[src/rtl/mult_div_unit_pkg.sv]
// -----------------------------------------------------------------------------
// mult_div_unit_pkg
//   Shared definitions for the iterative multiply/divide unit: data and op
//   widths, the E-stage op encodings, the sequencer state encodings and a
//   two's-complement helper.
// -----------------------------------------------------------------------------
package mult_div_unit_pkg;

    localparam int WORD_WIDTH   = 32;
    localparam int MD_OP_LENGTH = 3;
    localparam int CNT_WIDTH    = 5;

    localparam logic [WORD_WIDTH-1:0] ZEROWORD = '0;

    // Op encodings presented by the E stage.
    typedef enum logic [MD_OP_LENGTH-1:0] {
        MD_NOP   = 3'd0,
        MD_MULT  = 3'd1,
        MD_MULTU = 3'd2,
        MD_DIV   = 3'd3,
        MD_DIVU  = 3'd4,
        MD_MTHI  = 3'd5,
        MD_MTLO  = 3'd6
    } md_op_e;

    // Sequencer states.
    typedef enum logic [1:0] {
        MD_IDLE = 2'd0,
        MD_CALC = 2'd1,
        MD_FIX  = 2'd2
    } md_state_e;

    // Two's-complement negation of one word (modulo 2^32).
    function automatic logic [WORD_WIDTH-1:0] neg_word(input logic [WORD_WIDTH-1:0] v);
        return ZEROWORD - v;
    endfunction

    // Magnitude of a signed word; 0x80000000 maps to itself, which is the
    // correct unsigned magnitude.
    function automatic logic [WORD_WIDTH-1:0] abs_word(input logic [WORD_WIDTH-1:0] v);
        return v[WORD_WIDTH-1] ? neg_word(v) : v;
    endfunction

endpackage

[src/rtl/mult_div_unit.sv]
// -----------------------------------------------------------------------------
// mult_div_unit
//   Iterative multiply/divide unit with architectural HI/LO registers, placed
//   beside the execute-stage ALU. Multiplies use a 64-bit {acc, multiplier}
//   shift-add; divides use restoring division. Both share one 33-bit
//   adder/subtractor. Each operation takes 32 CALC cycles plus one FIX cycle
//   in which signs are corrected and HI/LO are written.
//
// Ports
//   clk       in   rising-edge clock
//   rst       in   synchronous active-high reset (priority over flushE)
//   mdOpE     in   E-stage op (md_op_e encoding)
//   SrcA      in   multiplicand / dividend / MTHI-MTLO data
//   SrcB      in   multiplier / divisor
//   flushE    in   E-stage flush; aborts any operation, HI/LO unchanged
//   mdStallE  out  combinational stall request to the hazard unit
//   hiOut     out  HI register
//   loOut     out  LO register
// -----------------------------------------------------------------------------
module mult_div_unit
    import mult_div_unit_pkg::*;
(
    input  logic                    clk,
    input  logic                    rst,
    input  logic [MD_OP_LENGTH-1:0] mdOpE,
    input  logic [WORD_WIDTH-1:0]   SrcA,
    input  logic [WORD_WIDTH-1:0]   SrcB,
    input  logic                    flushE,
    output logic                    mdStallE,
    output logic [WORD_WIDTH-1:0]   hiOut,
    output logic [WORD_WIDTH-1:0]   loOut
);

    localparam logic [CNT_WIDTH-1:0] LAST_ITER = '1;

    // Sequencer and architectural state.
    md_state_e                state_q,   state_d;
    logic [CNT_WIDTH-1:0]     cnt_q,     cnt_d;
    logic [WORD_WIDTH-1:0]    hi_q,      hi_d;
    logic [WORD_WIDTH-1:0]    lo_q,      lo_d;
    // acc: upper product half / partial remainder.
    // mlr: multiplier shifting out + product low bits in / dividend out + quotient in.
    // mcand: multiplicand / divisor magnitude.
    logic [WORD_WIDTH-1:0]    acc_q,     acc_d;
    logic [WORD_WIDTH-1:0]    mlr_q,     mlr_d;
    logic [WORD_WIDTH-1:0]    mcand_q,   mcand_d;
    logic                     is_div_q,  is_div_d;
    logic                     neg_res_q, neg_res_d;   // negate product / quotient
    logic                     neg_rem_q, neg_rem_d;   // negate remainder (dividend sign)

    // Op decode.
    logic is_mul_op;
    logic is_div_op;
    logic is_signed_op;
    logic start_op;

    always_comb begin
        is_mul_op    = (mdOpE == MD_MULT) || (mdOpE == MD_MULTU);
        is_div_op    = (mdOpE == MD_DIV)  || (mdOpE == MD_DIVU);
        is_signed_op = (mdOpE == MD_MULT) || (mdOpE == MD_DIV);
        // A divide by zero is a no-op and never starts the sequencer.
        start_op     = is_mul_op || (is_div_op && (SrcB != ZEROWORD));
    end

    assign mdStallE = ((state_q == MD_IDLE) && start_op && !flushE) ||
                      (state_q == MD_CALC);

    // Shared 33-bit adder. Multiply adds the multiplicand to the zero-extended
    // accumulator; divide subtracts the divisor from the remainder shifted left
    // with the next dividend bit (a - b == a + ~b + 1).
    logic [WORD_WIDTH:0] add_a;
    logic [WORD_WIDTH:0] add_b;
    logic [WORD_WIDTH:0] add_sum;

    always_comb begin
        add_a   = is_div_q ? {acc_q, mlr_q[WORD_WIDTH-1]} : {1'b0, acc_q};
        add_b   = is_div_q ? ~{1'b0, mcand_q}             : {1'b0, mcand_q};
        add_sum = add_a + add_b + {{WORD_WIDTH{1'b0}}, is_div_q};
    end

    // Sign-corrected results used in FIX.
    logic [2*WORD_WIDTH-1:0] product;
    logic [2*WORD_WIDTH-1:0] product_fix;
    logic [WORD_WIDTH-1:0]   quot_fix;
    logic [WORD_WIDTH-1:0]   rem_fix;

    always_comb begin
        product     = {acc_q, mlr_q};
        product_fix = neg_res_q ? ({(2*WORD_WIDTH){1'b0}} - product) : product;
        quot_fix    = neg_res_q ? neg_word(mlr_q) : mlr_q;
        rem_fix     = neg_rem_q ? neg_word(acc_q) : acc_q;
    end

    // Next-state logic.
    logic [WORD_WIDTH:0] mul_step;
    logic                quot_bit;

    always_comb begin
        // NOTE: every _d starts as its _q so no path through this block leaves
        // a signal unassigned, which would otherwise infer a latch.
        state_d   = state_q;
        cnt_d     = cnt_q;
        hi_d      = hi_q;
        lo_d      = lo_q;
        acc_d     = acc_q;
        mlr_d     = mlr_q;
        mcand_d   = mcand_q;
        is_div_d  = is_div_q;
        neg_res_d = neg_res_q;
        neg_rem_d = neg_rem_q;
        mul_step  = {1'b0, acc_q};
        quot_bit  = 1'b0;

        if (flushE) begin
            // Abort whatever is in flight; in IDLE this also drops MTHI/MTLO
            // writes and operation starts.
            state_d = MD_IDLE;
        end else begin
            unique case (state_q)
                MD_IDLE: begin
                    if (start_op) begin
                        state_d   = MD_CALC;
                        cnt_d     = '0;
                        acc_d     = ZEROWORD;
                        is_div_d  = is_div_op;
                        mlr_d     = is_signed_op ? abs_word(SrcA) : SrcA;
                        mcand_d   = is_signed_op ? abs_word(SrcB) : SrcB;
                        neg_res_d = is_signed_op &&
                                    (SrcA[WORD_WIDTH-1] ^ SrcB[WORD_WIDTH-1]);
                        neg_rem_d = is_signed_op && is_div_op && SrcA[WORD_WIDTH-1];
                    end else if (mdOpE == MD_MTHI) begin
                        hi_d = SrcA;
                    end else if (mdOpE == MD_MTLO) begin
                        lo_d = SrcA;
                    end
                end

                MD_CALC: begin
                    if (is_div_q) begin
                        // No borrow out of bit 32 means the shifted remainder
                        // is at least the divisor: keep the difference.
                        quot_bit = ~add_sum[WORD_WIDTH];
                        acc_d    = quot_bit ? add_sum[WORD_WIDTH-1:0]
                                            : add_a[WORD_WIDTH-1:0];
                        mlr_d    = {mlr_q[WORD_WIDTH-2:0], quot_bit};
                    end else begin
                        mul_step = mlr_q[0] ? add_sum : {1'b0, acc_q};
                        acc_d    = mul_step[WORD_WIDTH:1];
                        mlr_d    = {mul_step[0], mlr_q[WORD_WIDTH-1:1]};
                    end
                    cnt_d = cnt_q + 1'b1;
                    if (cnt_q == LAST_ITER) begin
                        state_d = MD_FIX;
                    end
                end

                MD_FIX: begin
                    if (is_div_q) begin
                        hi_d = rem_fix;
                        lo_d = quot_fix;
                    end else begin
                        hi_d = product_fix[2*WORD_WIDTH-1:WORD_WIDTH];
                        lo_d = product_fix[WORD_WIDTH-1:0];
                    end
                    state_d = MD_IDLE;
                end

                default: state_d = MD_IDLE;
            endcase
        end
    end

    // State registers.
    always_ff @(posedge clk) begin
        // NOTE: non-blocking assignments so every flop samples the values from
        // before this edge, independent of statement order.
        if (rst) begin
            state_q   <= MD_IDLE;
            cnt_q     <= '0;
            hi_q      <= ZEROWORD;
            lo_q      <= ZEROWORD;
            acc_q     <= ZEROWORD;
            mlr_q     <= ZEROWORD;
            mcand_q   <= ZEROWORD;
            is_div_q  <= 1'b0;
            neg_res_q <= 1'b0;
            neg_rem_q <= 1'b0;
        end else begin
            state_q   <= state_d;
            cnt_q     <= cnt_d;
            hi_q      <= hi_d;
            lo_q      <= lo_d;
            acc_q     <= acc_d;
            mlr_q     <= mlr_d;
            mcand_q   <= mcand_d;
            is_div_q  <= is_div_d;
            neg_res_q <= neg_res_d;
            neg_rem_q <= neg_rem_d;
        end
    end

    assign hiOut = hi_q;
    assign loOut = lo_q;

endmodule

[config.mk]
export PLATFORM = sky130hd
export DESIGN_NAME = mult_div_unit
export DESIGN_NICKNAME = d
export VERILOG_FILES = /design/src/rtl/mult_div_unit_pkg.sv /design/src/rtl/mult_div_unit.sv
export SDC_FILE = /design/constraint.sdc
export NUM_CORES = 1
export LEC_CHECK = 0
export ABC_AREA = 1
export CELL_PAD_IN_SITES_DETAIL_PLACEMENT = 1
export CELL_PAD_IN_SITES_GLOBAL_PLACEMENT = 2
export CORE_MARGIN = 4
export CORE_UTILIZATION = 34
export CTS_BUF_LIST = sky130_fd_sc_hd__clkbuf_4 sky130_fd_sc_hd__clkbuf_8
export DETAILED_ROUTE_END_ITERATION = 6
export PLACE_DENSITY = 0.95
export SYNTH_ARGS = -nofsm -noshare
export SYNTH_HDL_FRONTEND = slang
export SYNTH_SLANG_ARGS = --single-unit
[constraint.sdc]
create_clock -name clk -period 7.24 [get_ports clk]
set_clock_uncertainty 0.1 [all_clocks]
set_input_delay 1.81 -clock clk [delete_from_list [all_inputs] [get_ports clk]]
set_output_delay 1.81 -clock clk [all_outputs]
set_load 0.1 [all_outputs]
; ---- After elaboration in Yosys (flattened, before gate mapping)
; Index checks and enable logic that the tools add are counted.
[op_classes]
add_sub_neg = 8
multipliers = 0
div_mod_pow = 0
magnitude_cmp = 0
eq_ne = 15
shift = 0
n_mux = 31
bitwise_logic = 4
reduce_logical = 22
[op_table]
columns = op, count
row1 = two-way mux 32 bit, 18
row2 = case mux 32 bit (2 select lines), 4
row3 = subtractor 1 x 32 -> 32 bit (first input constant), 4
row4 = two-way mux 33 bit, 3
row5 = two-way mux 64 bit, 1
row6 = subtractor 1 x 64 -> 64 bit (first input constant), 1
row7 = adder 33 x 1 -> 33 bit, 1
row8 = adder 33 bit, 1
row9 = NOT 32 -> 33 bit, 1
row10 = nonzero test 32 bit, 1
row11 = case mux 5 bit (2 select lines), 1
row12 = equality test 3 bit (second input constant), 3
row13 = equality test 3 x 2 -> 1 bit (second input constant), 2
row14 = logical AND 1 bit, 6
row15 = != test 2 x 1 -> 1 bit (second input constant), 3
row16 = != test 2 bit (second input constant), 3
row17 = AND reduction 3 bit, 2
row18 = adder 5 x 1 -> 5 bit (second input constant), 1
row19 = equality test 5 bit (second input constant), 1
row20 = logical OR 1 bit, 5
row21 = two-way mux 5 bit, 1
row22 = AND reduction 5 bit, 1
row23 = two-way mux 2 bit, 2
row24 = case mux 2 bit (2 select lines), 1
row25 = 11 further kinds, 13
[totals]
register_bits = 170
latch_bits = 0
mem_bits_rw = 0
mem_bits_ro = 0
out_inout_bits = 65
word_cells = 90
mem_count = 0

; ---- Depth between registers and ports, before layout
; Gate-level depths: netlist of run 1.
[depth]
ltp_word = 7
mapped_depth = 22
depth_no_buf = 20

; ---- Worst setup path before layout of run 1
; No wires, ideal clock.
[synth_timing]
path_type = in2out
from = input port SrcB[0]
to = output port mdStallE
arrival_ps = 3598
required_time_ps = 5330
slack_ps = 1732
path_stages = 14
cell_sequence = inv_1 -> ha_1 -> nand2_1 -> nor2_1 -> nand2_1 -> nor2_2 -> nand2_1 -> o21ai_1 -> nand2_1 -> nand2_1 -> nor2_1 -> inv_2 -> buf_2 -> nand2_1
[synth_via]
elab_chain_len = 6
[synth_rtl]
columns = element, line_no
row1 = "start, declared", mult_div_unit.sv:27  ; input logic [WORD_WIDTH-1:0] SrcB,
row2 = nonzero test 32 bit, mult_div_unit.sv:62  ; start_op = is_mul_op || (is_div_op && (SrcB != ZEROWORD));
row3 = logical AND 1 bit, mult_div_unit.sv:62
row4 = logical OR 1 bit, mult_div_unit.sv:62
row5 = logical AND 1 bit (2 in a row), mult_div_unit.sv:65  ; assign mdStallE = ((state_q == MD_IDLE) && start_op && !flushE) ||
row6 = logical OR 1 bit, mult_div_unit.sv:65
row7 = "end, declared", mult_div_unit.sv:29  ; output logic mdStallE,
; No other way between the ends.

; ---- Worst setup path after layout of run 1
; Same ends and word-level chain as after synthesis.

==> results of run 1 <==
worst register-to-register path: cells and delay by family (launching register included):
family / cells / cell delay, ns
flip-flops: 1 / 0.82
adder cells (fa/ha/maj): 1 / 0.49
AO/OA/AOI/OAI: 3 / 0.61
AND/OR/NAND/NOR: 9 / 1.61
buffers and inverters: 2 / 0.67
flip-flops by register name, indices dropped and copies added, names as in the netlist:
name       cells
mcand_q       32
state_q        2
is_div_q       1
loOut         32
cnt_q          5
neg_rem_q      1
acc_q         32
hiOut         32
mlr_q         32
neg_res_q      1
worst min path at each step:
stage                       end  slack [ns]  cells past startpoint
global placement       cnt_q[4]        0.35                      2
finish                 loOut[1]        0.40                      2
CTS                    loOut[1]        0.40                      2
detailed placement     loOut[1]        0.38                      2
floorplan              cnt_q[4]        0.34                      2
global route        mcand_q[12]        0.42                      1
routing by layer:
layer | vias up | wire length (µm)
met1 | 9000 | 30600
met3 | 109 | 3640
met4 | 0 | 3060
li1 | 8948 | -
met2 | 563 | 33100
met5 | - | 0
where the power goes:
part	internal, mW	total (mW)	switching [mW]	leakage [nW]
sequential	0.981	1.03	0.0506	1.39
combinational	0.234	0.836	0.602	6.28
clock	0.270	0.761	0.491	0.209
cells by family (layout without fill, tap and decap cells):
logic type / count (synthesis) / after routing / share of synthesized area (%)
other: 0 / 1 / 0
adder cells (fa/ha/maj): 38 / 38 / 3.11
buffers and inverters: 421 / 471 / 10.8
XOR/XNOR: 94 / 94 / 5.30
AO/OA/AOI/OAI: 638 / 638 / 22.2
AND/OR/NAND/NOR: 1332 / 1332 / 36.6
flip-flops: 170 / 170 / 21.9
area by class of cell:
| cell class | count | area (µm²) |
|---|---|---|
| inverter | 284 | 1070 |
| multi-input combinational | 2102 | 10400 |
| clock buffer | 17 | 234 |
| fill | 6207 | 27700 |
| tap | 600 | 751 |
| timing repair buffer | 155 | 1500 |
| sequential | 170 | 3410 |
| antenna | 1 | 2.50 |
| clock inverter | 15 | 193 |
cells in the final DEF (no fill, tap or decap), types with 15 or more instances in the layout:
cell type	netlist	routed
a21oi_1	243	243
a31oi_1	41	41
buf_4	0	21
clkbuf_8	0	17
clkdlybuf4s50_1	0	132
dfxtp_1	170	169
ha_1	37	37
inv_1	276	275
nand2_1	699	699
nand3_1	230	230
nand4_1	24	24
nor2_1	282	281
nor3_1	29	29
o211ai_1	39	39
o21ai_0	264	264
o21ai_1	15	15
xor2_1	88	88
through the flow:
| step | util, % | area (µm²) |
|---|---|---|
| final | 38.9 | 17600 |
| after CTS | 38.9 | 17600 |
| after global placement | 37.9 | 17200 |
| after detailed placement | 37.9 | 17200 |
| after floorplan | - | 15500 |
| after global routing | 38.9 | 17600 |
==> metrics.json, run 1 <==
{
  "power.total": {"value": 2.63, "unit": "mW"},
  "grt_first_pass_wirelength": {"value": 108000, "unit": "µm"},
  "critical-path-top-cell-by-count": {"value": "nand2_1"},
  "drt-total-wl": {"value": 70400, "unit": "µm"},
  "report.final.setup_viol": {"value": 0},
  "end_kind": {"value": "output pin"},
  "r2r_path_start": {"value": "is_div_q"},
  "whs": {"value": 0.397, "unit": "ns"},
  "timing.reg2reg.worst_path_depth": {"value": 15},
  "path_cells": {"value": "clkdlybuf4s50_1, inv_1, ha_1, nand2_1, nor2_1, nand2_1, nor2_2, nand2_1, o21ai_1, nand2_1, nand2_1, nor2_2, inv_2, nand2_1, buf_12"},
  "finalWeightedCongestion": {"value": 0.943},
  "cp.depth": {"value": 15},
  "routedWlPerCell": {"value": 21.1, "unit": "µm"},
  "cts.root.buffer_cell": {"value": "clkbuf_8"},
  "violations_in_the_final_reports": {"value": "design-rule violations"},
  "placedCellCount": {"value": 3311},
  "portBuffers": {"value": 134},
  "netlist_instances": {"value": 2693},
  "hold_violations": {"value": 0},
  "synth_top_cell_area_share": {"value": 21.9, "unit": "%"},
  "chipHeight": {"value": 222, "unit": "µm"},
  "grt_antenna_before_repair": {"value": 1},
  "post_cts_buffers": {"value": 0},
  "post_synth_edffs": {"value": 0},
  "maxCapViolations": {"value": 0},
  "grt_start_max_net_pins": {"value": 73},
  "ys_ff_latch": {"value": 170},
  "dominantRegCellSynth": {"value": "dfxtp_1"},
  "synth_seq_area_share": {"value": 21.9, "unit": "%"},
  "worstPathArrival": {"value": 4.14, "unit": "ns"},
  "drtIter0Drc": {"value": 1406},
  "finalSetupTns": {"value": 0, "unit": "ns"},
  "overflow": {"value": 0},
  "endpoint": {"value": "mdStallE"},
  "netlist_top_cells_area": {"value": "dfxtp_1 22%, nand2_1 17%, o21ai_0 8.5%"},
  "worstPathBufferInverterCount": {"value": 4},
  "area_of_the_mapped_netlist": {"value": 15500, "unit": "µm²"},
  "final_net_count": {"value": 2838},
  "gr-usage-met2": {"value": 46.6, "unit": "%"},
  "grt_use_met1": {"value": 35.9, "unit": "%"},
  "clock_sinks": {"value": 170},
  "r2r_slack": {"value": 2.86, "unit": "ns"},
  "grt_setup_unrepaired": {"value": "false"},
  "num_rows": {"value": 78},
  "cts-hold-fix-buffers": {"value": 0},
  "route.detailed.drc": {"value": 2},
  "r2r-end": {"value": "acc_q[19]"},
  "max-slew-margin-rel": {"value": 18.4, "unit": "%"},
  "max_clock_freq": {"value": 165, "unit": "MHz"},
  "cts-buffers-inserted": {"value": 17},
  "tritoncts_clock_tree": {"value": "built"},
  "synth_warn": {"value": 0},
  "number_of_nets_produced_by_synthesis": {"value": 2801},
  "async_reset_ff_share": {"value": 0, "unit": "%"},
  "synth_area_per_cell": {"value": 5.76, "unit": "µm²"},
  "timing.critical_path.from_type": {"value": "input pin"},
  "cts_repair_resize_count": {"value": 0},
  "grt.met3_usage": {"value": 3.47, "unit": "%"},
  "groute.usage.overall": {"value": 27.7, "unit": "%"},
  "finalNonFillerCells": {"value": 3344},
  "ranking_of_synthesized_cells_by_instance_count": {"value": "699 x nand2_1, 282 x nor2_1, 276 x inv_1"},
  "syn_to_final_growth": {"value": 13.4, "unit": "%"},
  "dieWidth": {"value": 222, "unit": "µm"},
  "drive_above_1_share": {"value": 4.30, "unit": "%"},
  "area_of_the_core_region": {"value": 45300, "unit": "µm²"},
  "drtPass1Iterations": {"value": 7},
  "crit_family": {"value": "buffers and inverters"},
  "drtAntennaViolNets": {"value": 0},
  "finalWorstPathRequiredPeriod": {"value": 6.05, "unit": "ns"},
  "first_global_vias": {"value": 18600},
  "critPathMaxStageDelay": {"value": 0.44, "unit": "ns"},
  "crit_slowest_cell": {"value": "clkdlybuf4s50_1"},
  "ctsLongestPathBuffers": {"value": 2},
  "clock_tree.htree_level_count": {"value": 4},
  "crit_start": {"value": "SrcB[0]"},
  "yosysUniqueCellTypes": {"value": 52},
  "dp_hpwl": {"value": 55000, "unit": "µm"},
  "start_util": {"value": 34.3, "unit": "%"},
  "clkSlewWorstSetupHoldPaths": {"value": 0.13, "unit": "ns"},
  "post-place-ws": {"value": 1.20, "unit": "ns"},
  "yosys.cell_count.top_type": {"value": "nand2_1"},
  "hold_path_startpoint": {"value": "loOut[1]"},
  "timing.critical_path.fanout_max": {"value": 18},
  "die_area": {"value": 49100, "unit": "µm²"},
  "detailroute.via_count": {"value": 18600},
  "period_share": {"value": 83.5, "unit": "%"},
  "post-route-worst-setup-slack": {"value": 1.19, "unit": "ns"},
  "route.detailed.vias_per_inst": {"value": 5.57},
  "hold_path.class": {"value": "flop to flop"},
  "max_slew.worst_pin.slew": {"value": 1.22, "unit": "ns"},
  "total_leakage_power": {"value": 7.88, "unit": "nW"},
  "outcome": {"value": "complete, but fails checks"},
  "ios": {"value": 135},
  "critPathKind": {"value": "input pin to output pin"},
  "busiest_layer": {"value": "met2"},
  "synth_largest_area_cell": {"value": "dfxtp_1"},
  "p_per_area": {"value": 149, "unit": "nW/µm²"},
  "peakVddDrop": {"value": 0.000134, "unit": "V"},
  "worst-endpoint-required": {"value": 5.33, "unit": "ns"},
  "worstSkewPairLatency": {"value": 0.58, "unit": "ns"},
  "final_max_slew_viol_count": {"value": 0}
}
Note: power is estimated with default switching activity, not from simulation.
==> run 2: changes to the inputs <==
- CORE_UTILIZATION: 34 -> 29
- PLACE_DENSITY: 0.95 -> 0.89
- clock period: 7.24 -> 5.3 ns (I/O delays scaled with it)
==> metrics.json, run 2 (synthesized netlist as in run 1, its figures left out) <==
{
  "drtAntennaViolNets": {"value": 0, "change": "unchanged"},
  "drive_above_1_share": {"value": 4.75, "unit": "%", "change": "was 4.30%"},
  "whs": {"value": 0.375, "unit": "ns", "change": "was 0.397 ns"},
  "outcome": {"value": "completed", "change": "was complete, but fails checks"},
  "tritoncts_clock_tree": {"value": "built", "change": "unchanged"},
  "max_clock_freq": {"value": 215, "unit": "MHz"},
  "post_cts_buffers": {"value": 0, "change": "unchanged"},
  "timing.critical_path.fanout_max": {"value": 5, "change": "was 18"},
  "layout.cells.most_common": {"value": "nand2_1", "change": "unchanged"},
  "period_share": {"value": 87.6, "unit": "%"},
  "grt_setup_unrepaired": {"value": "false", "change": "unchanged"},
  "clkSlewWorstSetupHoldPaths": {"value": 0.10, "unit": "ns", "change": "was 0.13 ns"},
  "end_kind": {"value": "output pin", "change": "unchanged"},
  "num-fill-cells": {"value": 7057, "change": "was 6207"},
  "diodes_inserted": {"value": 0, "change": "was 1"},
  "finalWorstPathRequiredPeriod": {"value": 4.64, "unit": "ns"},
  "grt_first_pass_wirelength": {"value": 111000, "unit": "µm", "change": "was 108000 µm"},
  "core_util_final": {"value": 33.8, "unit": "%", "change": "was 38.9%"},
  "drtIter0Drc": {"value": 1493, "change": "was 1406"},
  "chipHeight": {"value": 239, "unit": "µm", "change": "was 222 µm"},
  "worstPathBufferInverterCount": {"value": 4, "change": "unchanged"},
  "portBuffers": {"value": 134, "change": "unchanged"},
  "total_leakage_power": {"value": 7.95, "unit": "nW", "change": "was 7.88 nW"},
  "dieWidth": {"value": 239, "unit": "µm", "change": "was 222 µm"},
  "final_max_slew_viol_count": {"value": 0, "change": "unchanged"},
  "final_cell_mix": {"value": "699 x nand2_1, 281 x nor2_1, 275 x inv_1", "change": "unchanged"},
  "report.final.setup_viol": {"value": 0, "change": "unchanged"},
  "cts-buffers-inserted": {"value": 17, "change": "unchanged"},
  "critPathMaxStageDelay": {"value": 0.42, "unit": "ns", "change": "was 0.44 ns"},
  "hold_path.class": {"value": "flop to flop", "change": "unchanged"},
  "area_of_the_core_region": {"value": 52800, "unit": "µm²", "change": "was 45300 µm²"},
  "critPathKind": {"value": "input pin to output pin", "change": "unchanged"},
  "grt_antenna_before_repair": {"value": 1, "change": "unchanged"},
  "drtPass1Iterations": {"value": 5, "change": "was 7"},
  "start_util": {"value": 29.4, "unit": "%", "change": "was 34.3%"},
  "route.detailed.vias_per_inst": {"value": 5.46, "change": "was 5.57"},
  "cts-hold-fix-buffers": {"value": 0, "change": "unchanged"},
  "crit_slowest_cell": {"value": "clkdlybuf4s50_1", "change": "unchanged"},
  "max-slew-margin-rel": {"value": 26.3, "unit": "%", "change": "was 18.4%"},
  "drt-total-wl": {"value": 72900, "unit": "µm", "change": "was 70400 µm"},
  "final_net_count": {"value": 2851, "change": "was 2838"},
  "crit_family": {"value": "simple AND/OR/NAND/NOR gates", "change": "was buffers and inverters"},
  "finalSetupTns": {"value": 0, "unit": "ns", "change": "unchanged"},
  "syn_to_final_growth": {"value": 14.8, "unit": "%", "change": "was 13.4%"},
  "clock_tree.htree_level_count": {"value": 4, "change": "unchanged"},
  "ios": {"value": 135, "change": "unchanged"},
  "ctsLongestPathBuffers": {"value": 2, "change": "unchanged"},
  "hold_violations": {"value": 0, "change": "unchanged"},
  "timing.critical_path.from_type": {"value": "input pin", "change": "unchanged"},
  "die_area": {"value": 57300, "unit": "µm²", "change": "was 49100 µm²"},
  "routedWlPerCell": {"value": 21.2, "unit": "µm", "change": "was 21.1 µm"},
  "grt_start_max_net_pins": {"value": 89, "change": "was 73"},
  "worst-endpoint-required": {"value": 3.88, "unit": "ns", "change": "was 5.33 ns"},
  "path_cells": {"value": "clkdlybuf4s50_1, inv_1, ha_1, nand2_1, nor2_1, nand2_1, nor2_2, nand2_1, o21ai_1, nand2_1, nand2_1, nor2_2, inv_2, nand2_1, buf_12", "change": "unchanged"},
  "p_per_area": {"value": 203, "unit": "nW/µm²", "change": "was 149 nW/µm²"},
  "dp_hpwl": {"value": 57100, "unit": "µm", "change": "was 55000 µm"},
  "cts.root.buffer_cell": {"value": "clkbuf_8", "change": "unchanged"},
  "clock_sinks": {"value": 170, "change": "unchanged"},
  "num_rows": {"value": 84, "change": "was 78"},
  "first_global_vias": {"value": 18700, "change": "was 18.6k"},
  "critical-path-top-cell-by-count": {"value": "nand2_1", "change": "unchanged"},
  "max_slew.worst_pin.slew": {"value": 1.10, "unit": "ns", "change": "was 1.22 ns"},
  "power.total": {"value": 3.62, "unit": "mW", "change": "was 2.63 mW"},
  "route.detailed.drc": {"value": 0, "change": "was 2"},
  "peakVddDrop": {"value": 0.000184, "unit": "V", "change": "was 0.000134 V"},
  "finalWeightedCongestion": {"value": 0.964, "change": "was 0.943"},
  "detailroute.via_count": {"value": 18800, "change": "was 18.6k"},
  "worstPathArrival": {"value": 3.22, "unit": "ns", "change": "was 4.14 ns"},
  "worstSkewPairLatency": {"value": 0.58, "unit": "ns", "change": "about the same"},
  "overflow": {"value": 0, "change": "unchanged"},
  "groute.usage.overall": {"value": 25.0, "unit": "%", "change": "was 27.7%"},
  "maxCapViolations": {"value": 0, "change": "unchanged"},
  "cts_repair_resize_count": {"value": 0, "change": "unchanged"}
}
[run 2: changes by cell type in the layout (fill, tap and decap cells not counted), sizes merged]
| cell | before | now |
|---|---|---|
| buf | 23 | 36 |
| inv | 291 | 288 |
| bufinv | 0 | 2 |
| clkbuf | 17 | 19 |
| clkinv | 7 | 6 |
| diode | 1 | 0 |
[run 2: routing by layer]
layer	up-vias	track usage (%)	share of wire, %
li1	8950	-	-
met5	-	0	0.018
met1	9173	34.0	46
met2	569	39.9	45
met4	2	9.13	3.2
met3	110	4.11	6.1
[run 2: worst register-to-register path, delay by kind of cell (launching register included)]
family / cells / cell delay (ns)
adders and majority gates: 1 / 0.25
and+or+nand+nor: 17 / 2.26
DFF: 1 / 0.73
AOI/OAI and AO/OA: 1 / 0.06
buffers and inverters: 1 / 0.41
[run 2: layout make-up]
cell class	count	area, µm²	area share, %
multi-input combinational	2102	10400	58.6
sequential	170	3410	19.1
timing repair buffer	168	1630	9.12
inverter	284	1070	5.99
tap	688	861	4.83
clock buffer	19	255	1.43
clock inverter	13	161	0.905
[run 2: power by group]
part	internal, mW	switching [mW]
clock network	0.449	0.613
registers	1.34	0.0677
logic	0.326	0.824
total	2.12	1.51
[run 2: metrics by stage]
step / setup slack [ns] / instances / cell area (µm²)
2_1_floorplan: 0.762 / 2693 / 15500
3_3_place_gp: 0.647 / 3412 / 17400
3_5_place_dp: 0.645 / 3412 / 17400
4_1_cts: 0.613 / 3444 / 17800
5_1_grt: 0.362 / 3444 / 17800
6_report: 0.657 / 3444 / 17800
[run 2: worst paths after layout]
kind	start	endpoint	slack, ns	depth (start not counted)
setup / recovery	SrcB[0]	mdStallE	0.66	15
hold / removal	cnt_q[4]	cnt_q[4]	0.38	2
setup reg to reg	is_div_q	acc_q[30]	1.38	20
hold reg to reg	cnt_q[4]	cnt_q[4]	0.38	2
